<file path="config.mk">
export PLATFORM = sky130hd
export DESIGN_NAME = uart_rx_nbytes_sampler
export DESIGN_NICKNAME = d
export VERILOG_FILES = /design/src/rtl/uart_rx_nbytes_sampler.sv
export SDC_FILE = /design/constraint.sdc
export NUM_CORES = 1
export LEC_CHECK = 0
export CAP_MARGIN = 20
export CORE_MARGIN = 4
export CORE_UTILIZATION = 50
export DETAILED_ROUTE_END_ITERATION = 7
export GPL_ROUTABILITY_DRIVEN = 0
export PLACE_DENSITY = 0.72
export SYNTH_ARGS = -nofsm -noshare
export SYNTH_HDL_FRONTEND = slang
export SYNTH_SLANG_ARGS = --single-unit
</file>
<file path="constraint.sdc">
create_clock -name clk -period 2.5 [get_ports clk]
set_input_delay 0.5 -clock clk [delete_from_list [all_inputs] [get_ports clk]]
set_output_delay 0.5 -clock clk [all_outputs]
set_load 0.02 [all_outputs]
</file>
<file path="src/rtl/uart_rx_nbytes_sampler.sv">
// 8N1 UART receiver driven by an external OVS x baud tick.
// Assembles Nbytes consecutive bytes into one word, with a valid pulse and a framing-error pulse.
module uart_rx_nbytes_sampler #(
  parameter int Nbytes = 1,
  parameter int OVS    = 16
) (
  input  logic                clk,
  input  logic                rst,
  input  logic                rx_en,
  input  logic                rx_lane,
  output logic [Nbytes*8-1:0] rx_data,
  output logic                rx_valid,
  output logic                rx_frame_err,
  output logic                rx_busy
);
  localparam int TW = $clog2(OVS);
  localparam int BW = $clog2(Nbytes + 1);
  localparam logic [TW-1:0] TICK_MID = TW'(OVS / 2 - 1);
  localparam logic [TW-1:0] TICK_END = TW'(OVS - 1);
  localparam logic [BW-1:0] LAST_IDX = BW'(Nbytes - 1);

  typedef enum logic [2:0] {IDLE, START, DATA, STOP, WAIT_HIGH} state_t;

  state_t              state_q;
  logic [1:0]          sync_q;
  logic                rxs;
  logic [TW-1:0]       tick_q;
  logic [2:0]          bit_q;
  logic [BW-1:0]       idx_q;
  logic [7:0]          shift_q;
  logic [Nbytes*8-1:0] stage_q;
  logic [Nbytes*8-1:0] stage_d;
  logic [Nbytes*8-1:0] data_q;
  logic                valid_q;
  logic                ferr_q;
  logic                busy_q;

  assign rxs = sync_q[1];

  always_ff @(posedge clk) begin
    if (rst) sync_q <= 2'b11;
    else     sync_q <= {sync_q[0], rx_lane};
  end

  // Staging word with the byte just completed dropped into its slot.
  always_comb begin
    stage_d = stage_q;
    stage_d[int'(idx_q)*8 +: 8] = shift_q;
  end

  always_ff @(posedge clk) begin
    if (rst) begin
      state_q <= IDLE;
      tick_q  <= '0;
      bit_q   <= '0;
      idx_q   <= '0;
      shift_q <= '0;
      stage_q <= '0;
      data_q  <= '0;
      valid_q <= 1'b0;
      ferr_q  <= 1'b0;
      busy_q  <= 1'b0;
    end else begin
      valid_q <= 1'b0;
      ferr_q  <= 1'b0;
      if (rx_en) begin
        unique case (state_q)
          IDLE: begin
            if (!rxs) begin
              state_q <= START;
              tick_q  <= '0;
              busy_q  <= 1'b1;
            end
          end
          START: begin
            if (tick_q == TICK_MID) begin
              tick_q <= '0;
              if (!rxs) begin
                state_q <= DATA;
                bit_q   <= '0;
              end else begin
                state_q <= IDLE;
                busy_q  <= 1'b0;
              end
            end else begin
              tick_q <= tick_q + 1'b1;
            end
          end
          DATA: begin
            if (tick_q == TICK_END) begin
              tick_q  <= '0;
              shift_q <= {rxs, shift_q[7:1]};
              bit_q   <= bit_q + 1'b1;
              if (bit_q == 3'd7) state_q <= STOP;
            end else begin
              tick_q <= tick_q + 1'b1;
            end
          end
          STOP: begin
            if (tick_q == TICK_END) begin
              tick_q <= '0;
              if (rxs) begin
                state_q <= IDLE;
                busy_q  <= 1'b0;
                if (idx_q == LAST_IDX) begin
                  data_q  <= stage_d;
                  valid_q <= 1'b1;
                  idx_q   <= '0;
                end else begin
                  stage_q <= stage_d;
                  idx_q   <= idx_q + 1'b1;
                end
              end else begin
                // Bad stop bit: drop the partial word and wait out the break.
                state_q <= WAIT_HIGH;
                ferr_q  <= 1'b1;
                idx_q   <= '0;
                stage_q <= '0;
              end
            end else begin
              tick_q <= tick_q + 1'b1;
            end
          end
          WAIT_HIGH: begin
            if (rxs) begin
              state_q <= IDLE;
              busy_q  <= 1'b0;
            end
          end
          default: begin
            state_q <= IDLE;
            busy_q  <= 1'b0;
          end
        endcase
      end
    end
  end

  assign rx_data      = data_q;
  assign rx_valid     = valid_q;
  assign rx_frame_err = ferr_q;
  assign rx_busy      = busy_q;
endmodule

</file>
==> impl_metrics.env, run 1 <==
export IMPL_outcome="finished, final reports clean"
export IMPL_core_area_mm2=0.00257
export IMPL_final_area_mm2=0.00162
export IMPL_grt_pass1_wl_mm=4.49
export IMPL_fin_nets=174
export IMPL_numClockSinks=31
export IMPL_cp_required_ns=2.72
export IMPL_synth_seq_cells=31
export IMPL_mostFrequentLayoutCell="dfxtp_1"
export IMPL_synth_warnings=0
export IMPL_grt_max_degree=32
export IMPL_reg2reg_to="rx_data[6]"
export IMPL_post_cts_buffers=0
export IMPL_io_pins=15
export IMPL_crit_type="input pin to flip-flop"
export IMPL_final_setup_tns_ns=0
export IMPL_min_to="sync_q[1]"
export IMPL_cts_hold_buf=0
export IMPL_path_clk_slew_ns=0.10
export IMPL_cp_max_fo=8
export IMPL_mostFrequentLayoutCells="dfxtp_1, nor2_1, mux2i_1"
export IMPL_rows=18
export IMPL_finalHoldViolCount=0
export IMPL_rsz0062_at_grt="false"
export IMPL_period_needed_ns=1.91
export IMPL_postSynthAreaPerCell_um2=9.17
export IMPL_fmax_mhz=524
export IMPL_cts_resized=0
export IMPL_syn_num_nets=160
export IMPL_initial_core_util_pct=54.6
export IMPL_setup_violations_final=0
export IMPL_cp_arrival_ns=2.13
export IMPL_dpl_cell_area_mm2=0.00153
export IMPL_cts_root_buffer_cell="clkbuf_4"
export IMPL_die_y_um=61.0
export IMPL_grt_antenna_before_repair=0
export IMPL_min_path_type="flip-flop to flip-flop"
export IMPL_syn2layout_area_growth_pct=15.3
export IMPL_synth_distinct_cells=38
export IMPL_ir_worst_vdd_mv=0.548
export IMPL_viasPerCell=5.51
export IMPL_grt_pass1_vias=1003
export IMPL_syn_cell_area_mm2=0.00140
export IMPL_r2r_setup_slack_ns=0.61
export IMPL_netlist_instances=153
export IMPL_vias=1091
export IMPL_r2r_cells=6
export IMPL_synthTopCellsByArea="dfxtp_1, mux2i_1, nor2_1, a21oi_1, o21ai_0"
export IMPL_maxCapViolations=0
export IMPL_skew_ns=0.00783
export IMPL_worst_pin_slew_ns=0.581
export IMPL_seq_area_frac_synth_pct=44.2
export IMPL_min_delay_start="sync_q[0]"
export IMPL_die_area_mm2=0.00372
export IMPL_diodes=0
export IMPL_cts_tree="built"
export IMPL_leakage_nw=0.616
export IMPL_grt_overflow=0
export IMPL_clock_path_buffers=2
export IMPL_io_buffers=14
export IMPL_wire_per_inst_um=14.0
export IMPL_instances_no_fill=198
export IMPL_placedCellCount=190
export IMPL_clock_latency_ns=0.33
export IMPL_rr_startpoint="tick_q[0]"
export IMPL_synth_top_area_cell="dfxtp_1"
export IMPL_critPathLaunchType="input pin"
export IMPL_maxSlewViolCount=0
export IMPL_die_width_um=61.0
export IMPL_htree_levels=2
export IMPL_postRouteAntennaNets=0
export IMPL_drt_iter0_markers=61
export IMPL_yosysTopAreaCellShare_pct=44.2
export IMPL_final_core_util_pct=63.0
export IMPL_dp_slack_ns=0.238
export IMPL_route_detailed_drc=0
export IMPL_end_kind="flip-flop"
export IMPL_whs_path_depth=1
export IMPL_powerDensity_mw_per_mm2=583
export IMPL_finalCritPeriodShare_pct=76.4
export IMPL_track_usage_pct=16.7
export IMPL_dp_hpwl_mm=1.91
export IMPL_wirelength_mm=2.77
export IMPL_maxSlewHeadroom_pct=61.2
export IMPL_drive_gt1_share_pct=12.5
export IMPL_first_pass_iters=4
export IMPL_fin_ws_ns=0.590
export IMPL_cts_made_buffers=5
## critical path, cell delays in order
cell and delay, ns:
clkdlybuf4s50_1 0.63, nand2b_2 0.18, nor3_4 0.49, mux2i_1 0.28, nor2_1 0.06
## metrics by stage
| stage | hold WS [ns] | power, W |
|---|---|---|
| 2_1_floorplan | 0.389 | 0.000533 |
| 4_1_cts | 0.432 | 0.000954 |
| 3_3_place_gp | 0.395 | 0.000544 |
| 3_5_place_dp | 0.408 | 0.000545 |
| 5_1_grt | 0.450 | 0.000984 |
| 6_report | 0.430 | 0.000943 |
## cell families (layout without fill, tap and decap cells)
group | Yosys count | in the layout | synth area share, %
AND/OR/NAND/NOR | 66 | 66 | 24.4
XOR/XNOR | 1 | 1 | 0.625
multiplexers | 18 | 18 | 12.9
AO/OA/AOI/OAI | 24 | 24 | 10.3
buffers and inverters | 10 | 25 | 4.82
flip-flops | 31 | 31 | 44.2
adder cells (fa/ha/maj) | 3 | 3 | 2.68
## layout make-up
| type | count | area [um^2] |
|---|---|---|
| fill | 230 | 950 |
| multi-input combinational | 112 | 714 |
| sequential | 31 | 621 |
| timing repair buffer | 16 | 155 |
| clock buffer | 6 | 51.3 |
| tap | 30 | 37.5 |
| clock inverter | 2 | 35.0 |
| inverter | 1 | 3.75 |
## registers in the layout, indices dropped and copies added (netlist names)
signal and count:
rx_busy 1, rx_valid 1, bit_q 3, sync_q 2, state_q 3, rx_frame_err 1, rx_data 8, tick_q 4
shift_q 8
## per-layer routing
layer | vias to the layer above | part of all wire [%] | GRT usage, %
met2 | 24 | 50 | 27.6
li1 | 565 | - | -
met4 | 0 | 1.6 | 5.57
met3 | 6 | 5.2 | 6.60
met5 | - | 0 | 0
met1 | 496 | 44 | 19.8
## synth_stat cells, drive strengths merged
master and n:
nand2b 4, nand4 3, o31a 1, nor4 2, nor4b 1, nor2b 2, ha 3, or4 3
buf 7, clkbuf 2, nand3b 2, nor3 4, dfxtp 31, o211ai 1, a21oi 9, xor2 1
nand2 11, o21bai 1, a31oi 1, or2 3, and3 1, nand3 3, o21ai 8, mux2i 17
mux2 1, nor2 27, a22oi 2, inv 1, a211oi 1
## power by group
part | switching [W] | leakage (nW) | total [W] | internal, W
logic | 0.0000198 | 0.317 | 0.0000320 | 0.0000122
clock network | 0.000174 | 0.0482 | 0.000410 | 0.000236
registers | 0.00000439 | 0.250 | 0.000501 | 0.000497
## worst max path at each step
| stage | slack [ns] | to | cells after the start | start |
|---|---|---|---|---|
| finish | 0.59 | rx_data[6] | 5 | rx_en |
| global route | 0.45 | rx_data[6] | 6 | tick_q[0] |
| CTS | 0.56 | rx_data[6] | 5 | rx_en |
| detailed placement | 0.24 | rx_data[3] | 5 | rx_en |
| global placement | 0.33 | rx_data[6] | 5 | rx_en |
| floorplan | 0.88 | rx_data[1] | 6 | tick_q[0] |
(Power assumes the default switching activity.)
==> run 2, diff against run 1 <==
==> constraint.sdc (replaced) <==
create_clock -name clk -period 1.9 [get_ports clk]
set_input_delay 0.38 -clock clk [delete_from_list [all_inputs] [get_ports clk]]
set_output_delay 0.38 -clock clk [all_outputs]
set_load 0.02 [all_outputs]
==> run 2 against run 1 <==
Against the previous run: worst setup slack worse by 0.48 ns; combinational power up 56%; via count up 2.7%; worst hold slack worse by 0.010 ns; routed wire length up 0.79%; critical path depth up 1; sequential power up 31%; sequential share of layout area down 0.84 points; die area unchanged; first-iteration DRC count down 15%; flip-flop and latch count unchanged; global-route usage up 0.087 points; critical path type is now flip-flop to flip-flop.
==> impl_metrics.env, run 2 (synthesized netlist as in run 1, its figures left out) <==
export IMPL_crit_family="simple AND/OR/NAND/NOR gates"
export IMPL_cts_root_buffer_cell="clkbuf_4"
export IMPL_first_pass_iters=4
export IMPL_powerDensity_mw_per_mm2=645
export IMPL_rows=18
export IMPL_fin_nets=182
export IMPL_fmax_mhz=559
export IMPL_numClockSinks=31
export IMPL_dpl_cell_area_mm2=0.00160
export IMPL_cts_made_buffers=5
export IMPL_drive_gt1_share_pct=15.3
export IMPL_outcome="finished, final reports clean"
export IMPL_setup_violations_final=0
export IMPL_maxSlewViolCount=0
export IMPL_mostFrequentLayoutCell="dfxtp_1"
export IMPL_wirelength_mm=2.80
export IMPL_drt_iter0_markers=52
export IMPL_min_path_type="flip-flop to flip-flop"
export IMPL_leakage_nw=0.640
export IMPL_dp_hpwl_mm=2.03
export IMPL_grt_max_degree=32
export IMPL_die_area_mm2=0.00372
export IMPL_diodes=0
export IMPL_path_buf_inv=0
export IMPL_critPathLaunchType="flip-flop"
export IMPL_total_power_w=0.00107
export IMPL_post_cts_buffers=0
export IMPL_die_width_um=61.0
export IMPL_min_delay_start="sync_q[0]"
export IMPL_maxCapViolations=0
export IMPL_crit_type="flip-flop to flip-flop"
export IMPL_clock_latency_ns=0.32
export IMPL_viasPerCell=5.44
export IMPL_path_clk_slew_ns=0.09
export IMPL_instances_no_fill=206
export IMPL_finalHoldViolCount=0
export IMPL_io_buffers=14
export IMPL_clock_path_buffers=2
export IMPL_cp_cell_sequence="ha_1 > nand2_1 > nor2_2 > a22oi_2 > or4_1 > a21oi_1"
export IMPL_mostFrequentLayoutCells="dfxtp_1, nor2_1, mux2i_1"
export IMPL_worst_path_max_delay_cell="or4_1"
export IMPL_cts_tree="built"
export IMPL_grt_pass1_vias=985
export IMPL_grt_pass1_wl_mm=4.51
export IMPL_die_y_um=61.0
export IMPL_cp_arrival_ns=2.05
export IMPL_worst_pin_slew_ns=0.375
export IMPL_final_core_util_pct=64.4
export IMPL_syn2layout_area_growth_pct=17.9
export IMPL_cts_resized=0
export IMPL_critPathMaxStageDelay_ns=0.51
export IMPL_end_kind="flip-flop"
export IMPL_rsz0062_at_grt="false"
export IMPL_placedCellCount=198
export IMPL_final_area_mm2=0.00165
export IMPL_skew_ns=0.00394
export IMPL_initial_core_util_pct=54.6
export IMPL_htree_levels=2
export IMPL_ir_worst_vdd_mv=0.486
export IMPL_vias=1121
export IMPL_cp_required_ns=2.16
export IMPL_io_pins=15
export IMPL_rr_startpoint="tick_q[0]"
export IMPL_period_needed_ns=1.79
export IMPL_route_detailed_drc=0
export IMPL_core_area_mm2=0.00257
export IMPL_track_usage_pct=16.8
export IMPL_grt_overflow=0
export IMPL_cp_max_fo=6
export IMPL_cp_startpoint="tick_q[0]"
export IMPL_cts_hold_buf=0
export IMPL_finalCritPeriodShare_pct=94.2
export IMPL_postRouteAntennaNets=0
export IMPL_wire_per_inst_um=13.6
export IMPL_fillers=227
export IMPL_final_setup_tns_ns=0
export IMPL_grt_antenna_before_repair=0
export IMPL_maxSlewHeadroom_pct=74.9
==> run 2: stage by stage <==
stage | worst slack, ns | hold slack [ns]
4_1_cts | 0.120 | 0.424
3_3_place_gp | 0.0902 | 0.392
6_report | 0.110 | 0.420
3_5_place_dp | 0.0370 | 0.400
2_1_floorplan | 0.284 | 0.389
5_1_grt | 0.0113 | 0.444
==> run 2: power by group <==
group / internal (W) / switching, W / leakage, nW
registers: 0.000653 / 0.00000473 / 0.250
logic: 0.0000208 / 0.0000292 / 0.360
clock network: 0.000144 / 0.000214 / 0.0293
total: 0.000818 / 0.000248 / 0.640
==> run 2: worst reg2reg max path: stages (launching register included) <==
cell and delay [ns]:
dfxtp_1 0.39, ha_1 0.23, nand2_1 0.13, nor2_2 0.19
a22oi_2 0.13, or4_1 0.51, a21oi_1 0.15
==> run 2: path summary, 6_finish.rpt <==
check / end / slack, ns / depth (start not counted)
worst max-delay path: state_q[2] / 0.11 / 6
worst min-delay path: sync_q[1] / 0.42 / 1
worst max register to register: state_q[2] / 0.11 / 6
worst min register to register: sync_q[1] / 0.42 / 1
==> run 2: routing by layer <==
metal | wire (um) | vias up | share of wire (%) | global-route usage, %
li1 | - | 576 | - | -
met4 | 71 | 0 | 2.5 | 7.43
met3 | 115 | 7 | 4.1 | 6.17
met5 | 0 | - | 0 | 0
met1 | 1280 | 519 | 46 | 19.9
met2 | 1320 | 19 | 47 | 27.2
==> run 2: final cells by class <==
type | instances | area (um^2) | share of cell area [%]
multi-input cells | 112 | 714 | 43.2
flip-flops and latches | 31 | 621 | 37.5
repair buffers | 24 | 228 | 13.8
clock buffers | 7 | 45.0 | 2.72
well taps | 30 | 37.5 | 2.27
clock inverters | 1 | 5.00 | 0.303
inverters | 1 | 3.75 | 0.227
